### src/rtl/irq_pkg.sv
// Shared definitions for the interrupt pending controller: default widths,
// handshake FSM state encoding and overflow counter width.
// Optional feature macro: IRQ_OVERFLOW_CNT_EN (overflow counter).
package irq_pkg;

   localparam int IRQ_N      = 16;  // request lines, equals priority_encoder width
   localparam int IRQ_CODE_W = 4;   // encoder code width
   localparam int OVF_W      = 8;   // overflow counter width

   typedef enum logic [1:0] {
      IDLE     = 2'd0,
      WAIT_ACK = 2'd1,
      GAP      = 2'd2
   } irq_state_t;

endpackage

### src/rtl/irq_edge_detect.sv
// Rising-edge detector for the raw request lines.
// irq_q follows irq_in on every edge, reset included, so a line that is
// already high when reset releases is not mistaken for a fresh edge.
module irq_edge_detect #(
   parameter int N = 16
) (
   input  logic         clk,
   input  logic         rst,
   input  logic [N-1:0] irq_in,
   output logic [N-1:0] rise
);

   logic [N-1:0] irq_q_reg;

   // Sample the request lines every cycle; reset does not blank the history
   // so edges that happen during reset are absorbed rather than replayed.
   always_ff @(posedge clk) begin
      if (rst) begin
         irq_q_reg <= irq_in;
      end else begin
         irq_q_reg <= irq_in;
      end
   end

   genvar gi;
   generate
      for (gi = 0; gi < N; gi++) begin : g_rise
         assign rise[gi] = irq_in[gi] & ~irq_q_reg[gi];
      end
   endgenerate

endmodule

### src/rtl/irq_pending_ctrl.sv
// Interrupt pending controller: sticky pending bits from rising edges,
// mask register, masked vector to an external priority encoder, and a
// valid/ack handshake towards the CPU with a one-cycle gap between grants.
// Optional feature macro: IRQ_OVERFLOW_CNT_EN adds overflow_cnt/overflow_clr,
// counting edges at which a rising edge lands on an already-pending bit.
module irq_pending_ctrl
   import irq_pkg::*;
#(
   parameter int N      = IRQ_N,
   parameter int CODE_W = IRQ_CODE_W
) (
   input  logic              clk,
   input  logic              rst,
   input  logic [N-1:0]      irq_in,
   input  logic              mask_wr,
   input  logic [N-1:0]      mask_data,
   output logic [N-1:0]      pend_vec,
   input  logic [CODE_W-1:0] enc_code,
   output logic              irq_valid,
   output logic [CODE_W-1:0] irq_code,
   input  logic              irq_ack
`ifdef IRQ_OVERFLOW_CNT_EN
   ,
   output logic [OVF_W-1:0]  overflow_cnt,
   input  logic              overflow_clr
`endif
);

   irq_state_t        state_reg;
   irq_state_t        state_next;
   logic [N-1:0]      pending_reg;
   logic [N-1:0]      pending_next;
   logic [N-1:0]      mask_reg;
   logic [CODE_W-1:0] code_reg;
   logic [N-1:0]      rise;
   logic [N-1:0]      clr_vec;
   logic              load_code;
   logic              clr_en;
   logic              valid_int;

   irq_edge_detect #(.N(N)) u_edge (
      .clk    (clk),
      .rst    (rst),
      .irq_in (irq_in),
      .rise   (rise)
   );

   // Registers only feed pend_vec, so there is no input-to-output path.
   assign pend_vec  = pending_reg & mask_reg;
   assign irq_valid = valid_int;
   assign irq_code  = code_reg;

   // Decode the serviced code into a one-hot clear; codes >= N match nothing.
   genvar gi;
   generate
      for (gi = 0; gi < N; gi++) begin : g_clr
         assign clr_vec[gi] = clr_en && (int'(code_reg) == gi);
      end
   endgenerate

   // Clear first, then OR in new edges so a coinciding edge keeps the bit set.
   always_comb begin
      pending_next = (pending_reg & ~clr_vec) | rise;
   end

   // Pending bits and mask register.
   always_ff @(posedge clk) begin
      if (rst) begin
         pending_reg <= '0;
         mask_reg    <= '0;
      end else begin
         pending_reg <= pending_next;
         if (mask_wr) begin
            mask_reg <= mask_data;
         end
      end
   end

   // FSM state register.
   always_ff @(posedge clk) begin
      if (rst) begin
         state_reg <= IDLE;
      end else begin
         state_reg <= state_next;
      end
   end

   // FSM next-state logic.
   always_comb begin
      state_next = state_reg;
      case (state_reg)
         IDLE:     if (pend_vec != '0) state_next = WAIT_ACK;
         WAIT_ACK: if (irq_ack)        state_next = GAP;
         GAP:                          state_next = IDLE;
         default:                      state_next = IDLE;
      endcase
   end

   // FSM outputs: grant strobe, clear strobe and the valid flag.
   always_comb begin
      load_code = 1'b0;
      clr_en    = 1'b0;
      valid_int = 1'b0;
      case (state_reg)
         IDLE:     load_code = (pend_vec != '0);
         WAIT_ACK: begin
            valid_int = 1'b1;
            clr_en    = irq_ack;
         end
         default: ;
      endcase
   end

   // Capture the encoder result only when granting; held through WAIT_ACK.
   always_ff @(posedge clk) begin
      if (rst) begin
         code_reg <= '0;
      end else if (load_code) begin
         code_reg <= enc_code;
      end
   end

`ifdef IRQ_OVERFLOW_CNT_EN
   logic [OVF_W-1:0] ovf_cnt_reg;
   logic             ovf_hit;

   // Any rising edge on a bit that is pending before this edge is an overflow.
   assign ovf_hit      = |(rise & pending_reg);
   assign overflow_cnt = ovf_cnt_reg;

   // Saturating overflow counter; clear beats increment.
   always_ff @(posedge clk) begin
      if (rst || overflow_clr) begin
         ovf_cnt_reg <= '0;
      end else if (ovf_hit && (ovf_cnt_reg != {OVF_W{1'b1}})) begin
         ovf_cnt_reg <= ovf_cnt_reg + 1'b1;
      end
   end
`endif

endmodule

### config.mk
export PLATFORM = sky130hd
export DESIGN_NAME = irq_pending_ctrl
export DESIGN_NICKNAME = d
export VERILOG_FILES = /design/src/rtl/irq_pkg.sv /design/src/rtl/irq_edge_detect.sv /design/src/rtl/irq_pending_ctrl.sv
export SDC_FILE = /design/constraint.sdc
export NUM_CORES = 1
export LEC_CHECK = 0
export BUFFER_PORTS_ARGS = -buffer_cell sky130_fd_sc_hd__buf_2
export CAP_MARGIN = 20
export CELL_PAD_IN_SITES_DETAIL_PLACEMENT = 1
export CELL_PAD_IN_SITES_GLOBAL_PLACEMENT = 1
export CORE_ASPECT_RATIO = 0.8
export CORE_MARGIN = 3
export CORE_UTILIZATION = 37
export DETAILED_ROUTE_END_ITERATION = 6
export MAX_ROUTING_LAYER = met4
export PLACE_DENSITY = 0.86
export SLEW_MARGIN = 10
export SYNTH_ARGS = -nofsm -noshare
export SYNTH_HDL_FRONTEND = slang
export SYNTH_SLANG_ARGS = --single-unit
### constraint.sdc
create_clock -name clk -period 2.18 [get_ports clk]
set_input_delay 0.436 -clock clk [delete_from_list [all_inputs] [get_ports clk]]
set_output_delay 0.436 -clock clk [all_outputs]
set_load 0.01 [all_outputs]
# Word-level counts from Yosys, hierarchy flattened
# Index checks and enable logic that the tools add are counted.
dict set report totals {
  latchBits 0
  output_inout_bits 21
  n_memories 0
  inputBits 40
  romBits 0
  ff_bits 54
  ram_bits 0
  elab_cells 85
}
dict set report op_classes {
  shifts 0
  muxes 6
  order_cmp 0
  n_reduce_logical 20
  n_addsub 0
  bitwise 36
  n_div 0
  n_mul 0
  eq_ne 18
}
# cell n
set op_table {}
lappend op_table {{16-bit bitwise AND} 2}
lappend op_table {{4-bit == test (second input constant)} 8}
lappend op_table {{1-bit bitwise AND} 16}
lappend op_table {{4-bit by 3-bit == test with 1-bit output (second input constant)} 4}
lappend op_table {{1-bit logical AND} 16}
lappend op_table {{1-bit inverter} 16}
lappend op_table {{16-bit inverter} 1}
lappend op_table {{16-bit OR} 1}
lappend op_table {{16-bit nonzero test} 1}
lappend op_table {{4-bit by 2-bit == test with 1-bit output (second input constant)} 2}
lappend op_table {{4-bit by 1-bit == test with 1-bit output (second input constant)} 1}
lappend op_table {{4-bit zero test} 1}
lappend op_table {{2-bit 2-to-1 mux} 2}
lappend op_table {{2-bit != test (second input constant)} 2}
lappend op_table {{2-bit case mux with 2 select lines} 1}
lappend op_table {{1-bit 2-to-1 mux} 3}
lappend op_table {{2-bit by 1-bit == test with 1-bit output (second input constant)} 1}
lappend op_table {{2-bit zero test} 1}
lappend op_table {{2-bit AND reduction} 1}

# Longest topological paths before layout
# Gate-level depths: netlist of the first run.
dict set report depth {
  word_depth 6
  ltp_mapped 5
  depth_no_buf 4
}

# By module
# From an unflattened synthesis of the first run, not the netlist that was laid out.
dict set report hier_totals {
  cells_unflattened 205
  hier_area_um2 2113.3
}
# module n_inst cells_each area_per_inst_um2 seq_area_each_um2
set by_module_without_submodules {}
lappend by_module_without_submodules {irq_pending_ctrl 1 173 1572.8 760.7}
lappend by_module_without_submodules {irq_edge_detect 1 32 540.5 320.3}

# Worst setup path after synthesis of the first run
# OpenSTA, ideal clock, no wires.
dict set report synth_timing {
  path_type {register to register}
  startpoint {register pending_reg[6]}
  endpoint {register state_reg[0]}
  t_required_ns 2.065
  period_less_slack_ns 1.803
  setup_time_ns 0.115
  arrival_time_ns 1.689
  setup_slack_ns 0.377
  path_buffers 1
  path_stages_with_launch 6
  cell_sequence {dfxtp_1 and2_1 or4_1 o41a_1 buf_6 o21ba_1}
}
dict set report synth_between {
  elab_chain_cells 4
}
# element line_no
set synth_lines {}
lappend synth_lines {{start, declared} irq_pending_ctrl.sv:31} ;# logic [N-1:0] pending_reg;
lappend synth_lines {{start signal, assigned} irq_pending_ctrl.sv:72} ;# pending_reg <= pending_next;
lappend synth_lines {{16-bit bitwise AND} irq_pending_ctrl.sv:49} ;# assign pend_vec = pending_reg & mask_reg;
lappend synth_lines {{named net pend_vec[6]} irq_pending_ctrl.sv:17} ;# output logic [N-1:0] pend_vec,
lappend synth_lines {{16-bit nonzero test} irq_pending_ctrl.sv:92} ;# IDLE: if (pend_vec != '0) state_next = WAIT_ACK;
lappend synth_lines {{2-bit != test (no source line)} n/a}
lappend synth_lines {{2-bit AND reduction (no source line)} n/a}
lappend synth_lines {{end signal, assigned} irq_pending_ctrl.sv:84} ;# state_reg <= state_next;
lappend synth_lines {{end, declared} irq_pending_ctrl.sv:29} ;# irq_state_t state_reg;
# The timed path passes the listed nets, and every way through them passes these cells.
# A chain may end at the register's enable or synchronous reset.

# Final worst setup path of the first run
dict set report layout_timing {
  startpoint {register pending_reg[9]}
  endpoint {register state_reg[0]}
}
dict set report layout_between {
  elab_chain_cells 4
}
# element line_no
set layout_lines {}
lappend layout_lines {{16-bit bitwise AND} irq_pending_ctrl.sv:49}
lappend layout_lines {{16-bit nonzero test} irq_pending_ctrl.sv:92}
lappend layout_lines {{2-bit != test (no source line)} n/a}
lappend layout_lines {{2-bit AND reduction (no source line)} n/a}
# No other way between the ends.

==> qor.txt, run 1 <==
OUTCOME
---------------------------------------------------------------------------------
Result of the run .................................................. finished, final reports clean

DRT
---------------------------------------------------------------------------------
Per-cell routed wire length ........................................      15.2 µm
Total routed wirelength ............................................      4.73 mm
Via density per instance ...........................................         4.82
Final antenna-violating net count ..................................            0
Initial DRT Pass Iterations ........................................            4
DRT iter0 DRCs .....................................................           75
Post-route DRC .....................................................            0
DR vias ............................................................         1498

SYNTHESIS
---------------------------------------------------------------------------------
Top cells by count, synth .......................................... dfxtp_1 (54), nand2b_1 (26), mux2i_1 (20)
Number of warning messages in the yosys log ........................            0
Synth area leaders ................................................. dfxtp_1 (56%), mux2i_1 (10%), nand2b_1 (8.4%)
Avg Cell Area, Syn .................................................     10.2 µm²
Cell area after technology mapping .................................  0.00193 mm²
Post-synthesis net count ...........................................          229
Most common flop cell mapped by yosys ..............................      dfxtp_1
Cell with the most instances after synthesis .......................      dfxtp_1
Top cell type's share of synthesized area ..........................        56.1%
Synthesis-stage register bit count .................................           54
Sequential share of the synthesized area ...........................        56.1%
Number of cells produced by synthesis ..............................          189
Count of cell types in the netlist .................................           21
Share of flip-flops with an asynchronous set or reset ..............           0%
Number of synthesized flops with an enable pin .....................            0
Synth area leader ..................................................      dfxtp_1

GLOBAL ROUTE
---------------------------------------------------------------------------------
Remaining global-route overflow ....................................            0
Vias in the first global route .....................................         1546
Total global-route track usage .....................................        16.8%
Maximum number of pins on one net before global-route repair .......           39
Initial antenna violation count ....................................            0
Wire length of the first global-routing pass .......................      7.67 mm

CRITICAL PATH
---------------------------------------------------------------------------------
Worst R2R Start .................................................... pending_reg[9]
Maximum fanout along the worst path ................................            5
Slack of the worst reg-to-reg path .................................      0.29 ns
Longest individual stage delay on the worst path ...................      0.56 ns
Kind of critical path .............................................. register to register
Buf/Inv on CP ......................................................            0
Nature of the critical path endpoint ...............................     register
Cell class contributing the biggest share of worst-path delay ...... compound AO/OA/AOI/OAI gates
Launching element type of the critical path ........................     register
Required @ worst endpoint ..........................................      2.39 ns
Reg2reg end ........................................................ state_reg[0]
Arrival time at the worst endpoint .................................      2.10 ns
Cell with the largest stage delay on the worst path ................       o41a_1
Length in cells of the worst reg-to-reg path .......................            4
Critical path, cell by cell ........................................ and2_4 > or4_1 > o41a_1 > o21ba_1

CLOCK NETWORK
---------------------------------------------------------------------------------
Clock sink count ...................................................           54
Clock Tree Root ....................................................     clkbuf_8
Clock insertion delay at the later pin of the skew report ..........      0.31 ns
CTS H-Tree Depth ...................................................            2
Inserted Clock Buffers .............................................            5
Clock slew seen by the registers of the worst setup and hold paths .      0.09 ns
Post-CTS Hold Fix Bufs .............................................            0
Clock tree from TritonCTS ..........................................         done
Post-CTS setup buffer count ........................................            0
Number of resized instances in the post-cts repair step ............            0
Clock Path Buffers .................................................            2

TIMING
---------------------------------------------------------------------------------
Final Skew .........................................................   0.00655 ns
Final worst path period share ......................................        86.7%
Fin. Hold Viols ....................................................            0
Worst max-slew margin expressed relative to the limit ..............        57.2%
Aggregate negative setup slack .....................................         0 ns
Pins Over Slew Limit ...............................................            0
Worst Hold Slack ...................................................     0.233 ns
Max frequency ......................................................      529 MHz
Transition time of the tightest slew-check pin .....................     0.642 ns
Min cycle time layout ..............................................      1.89 ns
RSZ-0062 raised after global routing ...............................           no
Final setup violation count ........................................            0

FLOORPLAN
---------------------------------------------------------------------------------
DIE AREA ...........................................................  0.00611 mm²
Number of cell rows ................................................           22
Chip height ........................................................      70.5 µm
Core Region ........................................................  0.00479 mm²
Starting utilization of the core area ..............................        40.2%
Die outline width ..................................................      86.7 µm
Number of top-level pins ...........................................           61

MIN PATH
---------------------------------------------------------------------------------
Hold path startpoint ...............................................    irq_in[9]
Instance count along the most critical hold path ...................            1
Path category of the worst min-delay check ......................... primary input to register
Worst hold path endpoint ........................................... u_edge.irq_q_reg[9]

FINAL LAYOUT
---------------------------------------------------------------------------------
Core utilization of the finished layout ............................        49.7%
Diode count ........................................................            0
Share of post-route cells with drive strength above 1 ..............        27.5%
# fillers ..........................................................          590
Area growth from synthesis to layout ...............................        23.6%
Net total in the final layout ......................................          290

RUN
---------------------------------------------------------------------------------
Max-Cap Viols ......................................................            0

PLACED DESIGN
---------------------------------------------------------------------------------
HPWL reported at the end of detailed placement .....................      3.66 mm
Port Buffers .......................................................           60
Placer Congestion ..................................................        0.773

POWER
---------------------------------------------------------------------------------
Max rail drop VDD ..................................................       376 µV
Overall power after layout .........................................      1.98 mW
Leak pwr ...........................................................      1.11 nW
Power Dens Cells ...................................................   833 mW/mm²

worst reg2reg max path: cells and delay by family, from the launching register on:
family / cells / cell delay [ns]
DFF: 1 / 0.32
AOI/OAI and AO/OA: 2 / 0.78
and+or+nand+nor: 2 / 0.70
final cells by class:
class | instances | area (µm²) | area share [%]
clock buffer | 7 | 76.3 | 3.21
clock inverter | 1 | 30.0 | 1.26
multi-input combinational | 128 | 810 | 34.0
sequential | 54 | 1080 | 45.4
tap | 60 | 75.1 | 3.15
timing repair buffer | 61 | 308 | 12.9
cell usage in the layout (no fill, tap or decap), drive strengths merged:
cell / n
o21ba: 1
nand2b: 26
o21ai: 16
nor2: 18
bufinv: 1
and2: 16
nand3: 1
nor2b: 2
nand3b: 3
or4: 4
a21oi: 16
and3b: 1
or3: 1
dfxtp: 54
or2: 1
mux2i: 20
o41a: 1
buf: 61
nand2: 1
clkbuf: 7
metal layers:
metal | routed length [µm] | vias up | global-route usage (%)
met5 | 0 | - | -
met4 | 42 | 0 | 3.63
met3 | 270 | 7 | 5.31
met2 | 2210 | 39 | 25.7
met1 | 2210 | 697 | 21.6
li1 | - | 755 | -
through the flow:
stage,instances,cell area (µm²),worst slack [ns]
6_report,311,2380,0.290
5_1_grt,311,2380,0.253
4_1_cts,311,2380,0.284
3_5_place_dp,303,2270,0.300
3_3_place_gp,303,2270,0.316
2_1_floorplan,189,1930,0.377
power breakdown:
part | internal, mW | total, mW | leakage (nW) | switching (mW)
Combinational | 0.114 | 0.234 | 0.613 | 0.120
Clock | 0.344 | 0.656 | 0.0524 | 0.312
Sequential | 1.05 | 1.09 | 0.449 | 0.0387
kinds of logic after synthesis:
kind of cell	after synthesis	share of synthesized area [%]
simple gates	74	22.2
flops	54	56.1
compound gates	34	9.42
mux	20	10.4
buf+inv	7	1.82
worst max-delay path by stage:
| stage | from | endpoint | slack (ns) | cells after the start |
|---|---|---|---|---|
| detailed placement | pending_reg[9] | state_reg[0] | 0.30 | 4 |
| finish | pending_reg[9] | state_reg[0] | 0.29 | 4 |
| floorplan | pending_reg[6] | state_reg[0] | 0.38 | 5 |
| global route | pending_reg[9] | state_reg[0] | 0.25 | 4 |
| CTS | pending_reg[9] | state_reg[0] | 0.28 | 4 |
| global placement | pending_reg[9] | state_reg[0] | 0.32 | 4 |
Power figures use the tool's default switching activity.
==> run 2, diff against run 1 <==
Settings changed: SETUP_SLACK_MARGIN set to 0.4.
==> run 2 against run 1 <==
Wire length is 5.1% higher; via count rose by 5.0%; flip-flop and latch count is the same; critical endpoint unchanged; worst setup slack improved by 0.014 ns; highest routed layer unchanged; maximum frequency up 0.72%; global-route usage up 0.56 points; register-to-register slack hardly changed; clock-buffer cell count shrank 2; clock skew increased by 0.0017 ns; core utilization rose by 0.65 points; sequential power barely moved; clock power hardly changed.
==> qor.txt, run 2 (synthesis gave the netlist of run 1 again) <==
CRITICAL PATH
---------------------------------------------------------------------------------
Arrival time at the worst endpoint .................................      2.08 ns
Worst R2R Start .................................................... pending_reg[12]
Kind of critical path .............................................. register to register
Maximum fanout along the worst path ................................            5
Timing startpoint of the critical path ............................. pending_reg[12]
Launching element type of the critical path ........................     register
Required @ worst endpoint ..........................................      2.39 ns
Nature of the critical path endpoint ...............................     register

FINAL LAYOUT
---------------------------------------------------------------------------------
Fin area ...........................................................  0.00241 mm²
Leading cell types in the layout, fill and taps excluded ........... buf_2 (60), dfxtp_1 (49), nand2b_1 (26), mux2i_1 (20), nor2_1 (18)
Diode count ........................................................            0
Cell Count, Final, Fillers Out .....................................          312
Most common cell after layout, fill and taps aside .................        buf_2
Area growth from synthesis to layout ...............................        25.2%
Share of post-route cells with drive strength above 1 ..............        32.5%
# fillers ..........................................................          574
Core utilization of the finished layout ............................        50.3%
Net total in the final layout ......................................          291

DRT
---------------------------------------------------------------------------------
Per-cell routed wire length ........................................      15.9 µm
DRT iter0 DRCs .....................................................           68
Final antenna-violating net count ..................................            0
Post-route DRC .....................................................            0
DR vias ............................................................         1573
Total routed wirelength ............................................      4.97 mm
Initial DRT Pass Iterations ........................................            4
Via density per instance ...........................................         5.04

GLOBAL ROUTE
---------------------------------------------------------------------------------
Vias in the first global route .....................................         1620
Maximum number of pins on one net before global-route repair .......           37
Remaining global-route overflow ....................................            0
Total global-route track usage .....................................        17.3%
Wire length of the first global-routing pass .......................      7.82 mm
Initial antenna violation count ....................................            0

TIMING
---------------------------------------------------------------------------------
Aggregate negative setup slack .....................................         0 ns
Final worst path period share ......................................        86.1%
Final setup slack of the worst path ................................     0.304 ns
Max frequency ......................................................      533 MHz
Worst max-slew margin expressed relative to the limit ..............        61.5%
Final Skew .........................................................   0.00826 ns
Worst Hold Slack ...................................................     0.234 ns
Min cycle time layout ..............................................      1.88 ns
Final setup violation count ........................................            0
RSZ-0062 raised after global routing ...............................          yes
Fin. Hold Viols ....................................................            0
Transition time of the tightest slew-check pin .....................     0.578 ns
Pins Over Slew Limit ...............................................            0

FLOORPLAN
---------------------------------------------------------------------------------
Core Region ........................................................  0.00479 mm²
Starting utilization of the core area ..............................        40.2%
Chip height ........................................................      70.5 µm
Number of top-level pins ...........................................           61
Number of cell rows ................................................           22
Die outline width ..................................................      86.7 µm
DIE AREA ...........................................................  0.00611 mm²

PLACED DESIGN
---------------------------------------------------------------------------------
Pre-CTS setup slack ................................................     0.309 ns
Placer Congestion ..................................................        0.779
Port Buffers .......................................................           60
Area post-placement ................................................  0.00228 mm²
Cells after DPL ....................................................          303
HPWL reported at the end of detailed placement .....................      3.85 mm

CLOCK NETWORK
---------------------------------------------------------------------------------
CTS H-Tree Depth ...................................................            2
Clock sink count ...................................................           54
Clock insertion delay at the later pin of the skew report ..........      0.31 ns
Clock slew seen by the registers of the worst setup and hold paths .      0.09 ns
Clock Path Buffers .................................................            2
Clock tree from TritonCTS ..........................................         done
Clock Tree Root ....................................................     clkbuf_8
Inserted Clock Buffers .............................................            5

POWER
---------------------------------------------------------------------------------
Power Dens Cells ...................................................   826 mW/mm²
Max rail drop VDD ..................................................       501 µV
Leak pwr ...........................................................      1.13 nW
Overall power after layout .........................................      1.99 mW

RUN
---------------------------------------------------------------------------------
Max-Cap Viols ......................................................            0

OUTCOME
---------------------------------------------------------------------------------
Result of the run .................................................. finished, final reports clean

MIN PATH
---------------------------------------------------------------------------------
Hold path startpoint ...............................................    irq_in[9]
Path category of the worst min-delay check ......................... primary input to register

[run 2: changes by cell type in the layout (fill, tap and decap cells not counted), sizes merged]
cell,change
clkinv,+2
buf,+1
clkbuf,-2
[run 2: power by group]
part / internal [mW] / leakage (nW) / total (mW) / switching, mW
combinational: 0.118 / 0.620 / 0.241 / 0.123
clock: 0.338 / 0.0579 / 0.655 / 0.317
sequential: 1.06 / 0.451 / 1.10 / 0.0405
total: 1.51 / 1.13 / 1.99 / 0.480
[run 2: cell type report]
cell class	instances	area [µm²]	area share, %
multi-input cells	128	825	34.2
well taps	60	75.1	3.11
flip-flops and latches	54	1090	45.1
clock buffers	5	68.8	2.85
repair buffers	62	315	13.1
clock inverters	3	40.0	1.66
[run 2: routing by layer]
layer	global-route usage [%]	up-vias	share of wire (%)
li1	-	763	-
met1	20.9	752	46
met2	27.7	51	46
met3	5.78	7	6.7
met4	4.50	0	1.4
met5	-	-	0
[run 2: worst max-delay path, cell delays in order, from the launching register on]
cell,delay [ns]
dfxtp_2,0.33
and2_4,0.15
or4_4,0.53
o41a_1,0.56
o21ba_1,0.21
[run 2: timing repair]
item | 4_1_cts | 5_1_grt
pin swaps | 2 | 2
endpoints found under the setup margin | 5 | 5
buffers inserted | 0 | 1
hold buffers | 0 | 0
gates resized for setup | 5 | 2
[run 2: worst paths after layout]
| check | endpoint | slack [ns] | cells past startpoint |
|---|---|---|---|
| max | state_reg[0] | 0.30 | 4 |
| min | u_edge.irq_q_reg[9] | 0.23 | 1 |
| max reg2reg | state_reg[0] | 0.30 | 4 |
| min reg2reg | pending_reg[0] | 0.48 | 2 |
